<file path="config.mk">
export PLATFORM = sky130hd
export DESIGN_NAME = prsc_counter_bank
export DESIGN_NICKNAME = d
export VERILOG_FILES = /design/src/rtl/prsc_counter_pkg.sv /design/src/rtl/prsc_counter_ch.sv /design/src/rtl/prsc_counter_bank.sv
export SDC_FILE = /design/constraint.sdc
export NUM_CORES = 1
export LEC_CHECK = 0
export BUFFER_PORTS_ARGS = -buffer_cell sky130_fd_sc_hd__buf_2
export CORE_MARGIN = 3
export CORE_UTILIZATION = 40
export CTS_CLUSTER_DIAMETER = 80
export DETAILED_ROUTE_END_ITERATION = 8
export PLACE_DENSITY = 0.62
export SYNTH_ARGS = -nofsm -noshare
export SYNTH_HDL_FRONTEND = slang
export SYNTH_SLANG_ARGS = --single-unit
</file>
<file path="constraint.sdc">
create_clock -name i_clk -period 2.45 [get_ports i_clk]
set_input_delay 0.3675 -clock i_clk [delete_from_list [all_inputs] [get_ports i_clk]]
set_output_delay 0.3675 -clock i_clk [all_outputs]
set_load 0.1 [all_outputs]
</file>
<file path="src/rtl/prsc_counter_pkg.sv">
// Shared constants and packing helper for the prescaled counter bank.
// Optional macro: PRSC_COUNTER_OVF_FLAG_EN (sticky overflow flags, see prsc_counter_ch).
package prsc_counter_pkg;

    localparam int CLK_HZ = 40000000;

    // One count per second at the nominal system clock.
    localparam int DEF_PRSC_DIV = CLK_HZ;

    function automatic int f_ch_slice(input int k, input int w);
        return k * w;
    endfunction

endpackage

</file>
<file path="src/rtl/prsc_counter_ch.sv">
// One channel: prescaler, elapsed-time counter with wrap/saturate mode and tick pulse.
// Optional macro: PRSC_COUNTER_OVF_FLAG_EN adds the sticky ovf output.
module prsc_counter_ch
    import prsc_counter_pkg::*;
#(
    parameter int CNT_W    = 16,
    parameter int PRSC_DIV = DEF_PRSC_DIV
) (
    input  logic             clk,
    input  logic             rst_n,
    input  logic             en,
    input  logic             clr,
    input  logic             sat,
`ifdef PRSC_COUNTER_OVF_FLAG_EN
    output logic             ovf,
`endif
    output logic [CNT_W-1:0] cnt,
    output logic             tick
);

    localparam int                PRSC_W    = $clog2(PRSC_DIV);
    localparam logic [PRSC_W-1:0] PRSC_TERM = PRSC_W'(PRSC_DIV - 1);
    localparam logic [CNT_W-1:0]  CNT_MAX   = '1;

    logic [PRSC_W-1:0] prsc;
    logic [CNT_W-1:0]  cnt_next;
    logic              terminal;
    logic              at_max;

    assign terminal = (prsc == PRSC_TERM);
    assign at_max   = (cnt == CNT_MAX);

    // sat only matters on the cycle an increment is actually taken
    always_comb begin
        cnt_next = cnt + CNT_W'(1);
        if (at_max && sat) begin
            cnt_next = cnt;
        end
    end

    always_ff @(posedge clk or negedge rst_n) begin
        if (!rst_n) begin
            prsc <= '0;
            cnt  <= '0;
            tick <= 1'b0;
        end else if (clr) begin
            prsc <= '0;
            cnt  <= '0;
            tick <= 1'b0;
        end else if (en) begin
            if (terminal) begin
                prsc <= '0;
                cnt  <= cnt_next;
                tick <= 1'b1;
            end else begin
                prsc <= prsc + PRSC_W'(1);
                tick <= 1'b0;
            end
        end else begin
            tick <= 1'b0;
        end
    end

`ifdef PRSC_COUNTER_OVF_FLAG_EN
    // Any increment taken from all-ones is either a wrap or a saturated attempt.
    always_ff @(posedge clk or negedge rst_n) begin
        if (!rst_n) begin
            ovf <= 1'b0;
        end else if (clr) begin
            ovf <= 1'b0;
        end else if (en && terminal && at_max) begin
            ovf <= 1'b1;
        end
    end
`endif

endmodule

</file>
<file path="src/rtl/prsc_counter_bank.sv">
// Bank of NUM_CH independent prescaled counters with an atomic all-channel snapshot.
// Optional macro: PRSC_COUNTER_OVF_FLAG_EN adds o_ovf and o_snap_ovf.
module prsc_counter_bank
    import prsc_counter_pkg::*;
#(
    parameter int NUM_CH   = 2,
    parameter int CNT_W    = 16,
    parameter int PRSC_DIV = DEF_PRSC_DIV
) (
    input  logic                    i_clk,
    input  logic                    i_res_n,
    input  logic [NUM_CH-1:0]       i_cnt_en,
    input  logic [NUM_CH-1:0]       i_cnt_res,
    input  logic [NUM_CH-1:0]       i_sat,
    input  logic                    i_snap,
    output logic [NUM_CH*CNT_W-1:0] o_cnt,
    output logic [NUM_CH*CNT_W-1:0] o_snap,
    output logic                    o_snap_vld,
`ifdef PRSC_COUNTER_OVF_FLAG_EN
    output logic [NUM_CH-1:0]       o_ovf,
    output logic [NUM_CH-1:0]       o_snap_ovf,
`endif
    output logic [NUM_CH-1:0]       o_tick
);

    for (genvar k = 0; k < NUM_CH; k++) begin : g_ch
`ifdef PRSC_COUNTER_OVF_FLAG_EN
        prsc_counter_ch #(
            .CNT_W    (CNT_W),
            .PRSC_DIV (PRSC_DIV)
        ) u_ch (
            .clk   (i_clk),
            .rst_n (i_res_n),
            .en    (i_cnt_en[k]),
            .clr   (i_cnt_res[k]),
            .sat   (i_sat[k]),
            .ovf   (o_ovf[k]),
            .cnt   (o_cnt[f_ch_slice(k, CNT_W) +: CNT_W]),
            .tick  (o_tick[k])
        );
`else
        prsc_counter_ch #(
            .CNT_W    (CNT_W),
            .PRSC_DIV (PRSC_DIV)
        ) u_ch (
            .clk   (i_clk),
            .rst_n (i_res_n),
            .en    (i_cnt_en[k]),
            .clr   (i_cnt_res[k]),
            .sat   (i_sat[k]),
            .cnt   (o_cnt[f_ch_slice(k, CNT_W) +: CNT_W]),
            .tick  (o_tick[k])
        );
`endif
    end

    // Capture the registered counters, so a same-cycle increment or clear is not seen.
    always_ff @(posedge i_clk or negedge i_res_n) begin
        if (!i_res_n) begin
            o_snap     <= '0;
            o_snap_vld <= 1'b0;
        end else begin
            o_snap_vld <= i_snap;
            if (i_snap) begin
                o_snap <= o_cnt;
            end
        end
    end

`ifdef PRSC_COUNTER_OVF_FLAG_EN
    always_ff @(posedge i_clk or negedge i_res_n) begin
        if (!i_res_n) begin
            o_snap_ovf <= '0;
        end else if (i_snap) begin
            o_snap_ovf <= o_ovf;
        end
    end
`endif

endmodule

</file>
==> flow_summary_export.csv <==
group,metric,value,unit
global_route,grt_usage,17.7,%
critical_path,rr_worst_depth,7,
critical_path,crit_family,"simple AND/OR/NAND/NOR gates",
global_route,grt_max_degree,50,
final_layout,final_nets,692,
synth,yosysUniqueCellTypes,56,
global_route,grt_first_pass_wirelength,23.8,mm
cts,cts_sinks,119,
sta,min_period,2390,ps
synth,synth_nets,606,
min_path,hp-start,"i_cnt_res[0]",
final_layout,num_antenna_cells,0,
critical_path,crit_path_max_fanout,32,
detailed_routing,route.detailed.drc,0,
synth,synthesis.instances,591,
sta,fmax,418,MHz
critical_path,crit_buf_inv,1,
synth,syn_area,6020,µm²
placed_design,portBuffers,75,
critical_path,r2r_end,"g_ch[1].u_ch.cnt[13]",
global_route,overflow,0,
sta,finalSetupViolCount,0,
final_layout,final_common_cell,"dfrtp_1",
power,irDropWorstVdd,0.485,mV
sta,grt_setup_unrepaired,"no",
cts,cts_tree,"yes",
synth,syn_avg_cell_area,10.2,µm²
outcome,status,"finished clean",
critical_path,critPathArrivalTime,2700,ps
sta,skew,10.5,ps
sta,tightest_slew,787,ps
cts,clockRootBuffer,"clkbuf_16",
floorplanning,ioPinCount,76,
critical_path,crit_path_cell_trace,"ha_2 -> or4b_4 -> nor3_4 -> nand3_2 -> buf_12 -> or4_1 -> a21oi_1",
final_layout,drive_above_1_share,28.4,%
synth,ys_seq_area_share,49.5,%
global_route,grt_pass1_vias,4782,
floorplanning,core,14600,µm²
flow_run,maxCapViolCount,0,
min_path,hold_path_depth,2,
final_layout,final_area,7310,µm²
critical_path,reg2reg_from,"g_ch[1].u_ch.prsc[1]",
cts,clockBufferDepth,2,
sta,slew_headroom,47.5,%
detailed_routing,drt_iter0_markers,339,
critical_path,cpMaxStageDelayCell,"or4_1",
synth,ys_seq_elements,119,
sta,timing.final.crit_share,97.6,%
global_route,antenna_found_initial,0,
synth,synth_enable_flop_cells,0,
detailed_routing,vias_per_cell,5.60,
power,p_per_area,608,nW/µm²
synth,async_reset_ff_share,100,%
placed_design,hpwl,9.72,mm
sta,drv_slew,0,
placed_design,place_congestion,0.877,
critical_path,cpPeakStageDelay,500,ps
final_layout,syn_to_final_growth,21.4,%
detailed_routing,routedWlPerCell,16.2,µm
power,power_leakage,3.32,nW
cts,cts_setup_buffers,0,
floorplanning,placementRows,44,
floorplanning,die_area,16600,µm²
placed_design,postPlaceCellArea,6730,µm²
synth,synth_ff_type,"dfrtp_1",
floorplanning,die_x,129,µm
cts,clk_pin_slew,60,ps
floorplanning,die_y,129,µm
min_path,hp-class,"in -> reg",
detailed_routing,wirelength,14.1,mm
detailed_routing,first_pass_iters,5,
final_layout,layout_common_cells,"dfrtp_1, buf_2, nor2_1",
critical_path,cp-end-kind,"register",
cts,htreeDepth,4,
synth,yosys_warnings,0,
min_path,hold_path_end,"g_ch[0].u_ch.prsc[20]",
cts,cts-buffers-inserted,17,
critical_path,startpoint_type,"register",
detailed_routing,vias,4895,
power,total_power,4.44,mW
sta,finalHoldViolations,0,
critical_path,crit_required,2760,ps
cts,clk_latency,410,ps
critical_path,ff2ff_setup_slack,60,ps
critical_path,crit_type,"reg -> reg",
floorplanning,start_util,41.1,%
detailed_routing,antenna_left,0,
power breakdown:
| part | switching, mW | total, mW | internal (mW) | leakage [nW] |
|---|---|---|---|---|
| Combinational | 0.115 | 0.160 | 0.0454 | 1.43 |
| Sequential | 0.0154 | 1.99 | 1.98 | 1.63 |
| Clock | 0.854 | 2.29 | 1.44 | 0.263 |
| Total | 0.984 | 4.44 | 3.46 | 3.32 |
per-layer routing:
| metal | track usage, % | share of wire, % | vias up |
|---|---|---|---|
| met5 | 0 | 0 | - |
| li1 | - | - | 2325 |
| met4 | 6.86 | 1.6 | 0 |
| met1 | 24.0 | 46 | 2425 |
| met3 | 4.19 | 4.0 | 21 |
| met2 | 27.5 | 48 | 124 |
cell families (layout without fill, tap and decap cells):
group	after synthesis	after routing	share of synthesized area [%]
simple gates	259	259	24.2
flops	119	119	49.5
compound gates	79	79	8.30
xor+xnor	46	46	6.69
buf+inv	45	144	3.20
mux	37	37	6.88
fa+ha+maj	6	6	1.25
repair_timing:
item,in CTS,in global routing
setup endpoints to repair,0,9
resized for setup,0,6
hold buffers,1,0
endpoints found under the hold margin,27,0
final cells by class:
class,instances,area (µm²)
sequential,119,3000
tap,184,230
clock inverter,9,77.6
inverter,15,56.3
fill,1332,7340
timing repair buffer,97,596
clock buffer,23,468
multi-input combinational,427,2880
cells in the mapped netlist (all sizes together) (5+ instances only):
| cell | number | area (µm²) |
|---|---|---|
| nor2b | 7 | 43.8 |
| and4 | 12 | 105 |
| nand2b | 5 | 31.3 |
| nor4 | 17 | 106 |
| inv | 15 | 56.3 |
| dfrtp | 119 | 2980 |
| clkbuf | 17 | 63.8 |
| nor3 | 8 | 51.3 |
| o21ai | 24 | 120 |
| or4 | 11 | 82.6 |
| a21oi | 19 | 95.1 |
| nand2 | 31 | 116 |
| nand4 | 37 | 238 |
| a21o | 5 | 37.5 |
| ha | 6 | 75.1 |
| buf | 13 | 72.6 |
| mux2 | 35 | 394 |
| nand3 | 25 | 130 |
| o31ai | 11 | 82.6 |
| xor2 | 25 | 219 |
| xnor2 | 21 | 184 |
| or3 | 9 | 56.3 |
| nor2 | 63 | 236 |
| and3 | 14 | 87.6 |
through the flow:
| stage | setup slack, ps | instances | util, % | hold WS [ps] | setup TNS (ps) |
|---|---|---|---|---|---|
| 2_1_floorplan | -0.781 | 591 | - | 71.9 | -0.781 |
| 3_3_place_gp | 138 | 841 | 45.9 | 323 | 0 |
| 3_5_place_dp | 76.0 | 841 | 45.9 | 334 | 0 |
| 4_1_cts | 52.8 | 874 | 49.7 | 348 | 0 |
| 5_1_grt | 4.97 | 874 | 49.9 | 364 | 0 |
| 6_report | 58.7 | 874 | 49.9 | 359 | 0 |
state kept, by name (all words and copies together) (netlist names):
| name | flops |
|---|---|
| g_ch.u_ch.prsc | 52 |
| g_ch.u_ch.cnt | 32 |
| o_snap | 32 |
| g_ch.u_ch.tick | 2 |
| o_snap_vld | 1 |
worst max path at each step:
stage               slack (ps)  cells after the start                   end                 start
detailed placement          80                      7  g_ch[1].u_ch.cnt[10]  g_ch[1].u_ch.prsc[1]
global placement           140                      7  g_ch[1].u_ch.cnt[10]  g_ch[1].u_ch.prsc[0]
global route                 5                      7   g_ch[1].u_ch.cnt[7]  g_ch[1].u_ch.prsc[0]
floorplan                 -0.8                      8   g_ch[1].u_ch.cnt[0]   g_ch[1].u_ch.cnt[1]
finish                      60                      7  g_ch[1].u_ch.cnt[13]  g_ch[1].u_ch.prsc[1]
CTS                         50                      7  g_ch[1].u_ch.cnt[13]  g_ch[1].u_ch.prsc[1]
No activity file was read; power rests on OpenSTA's default activity.
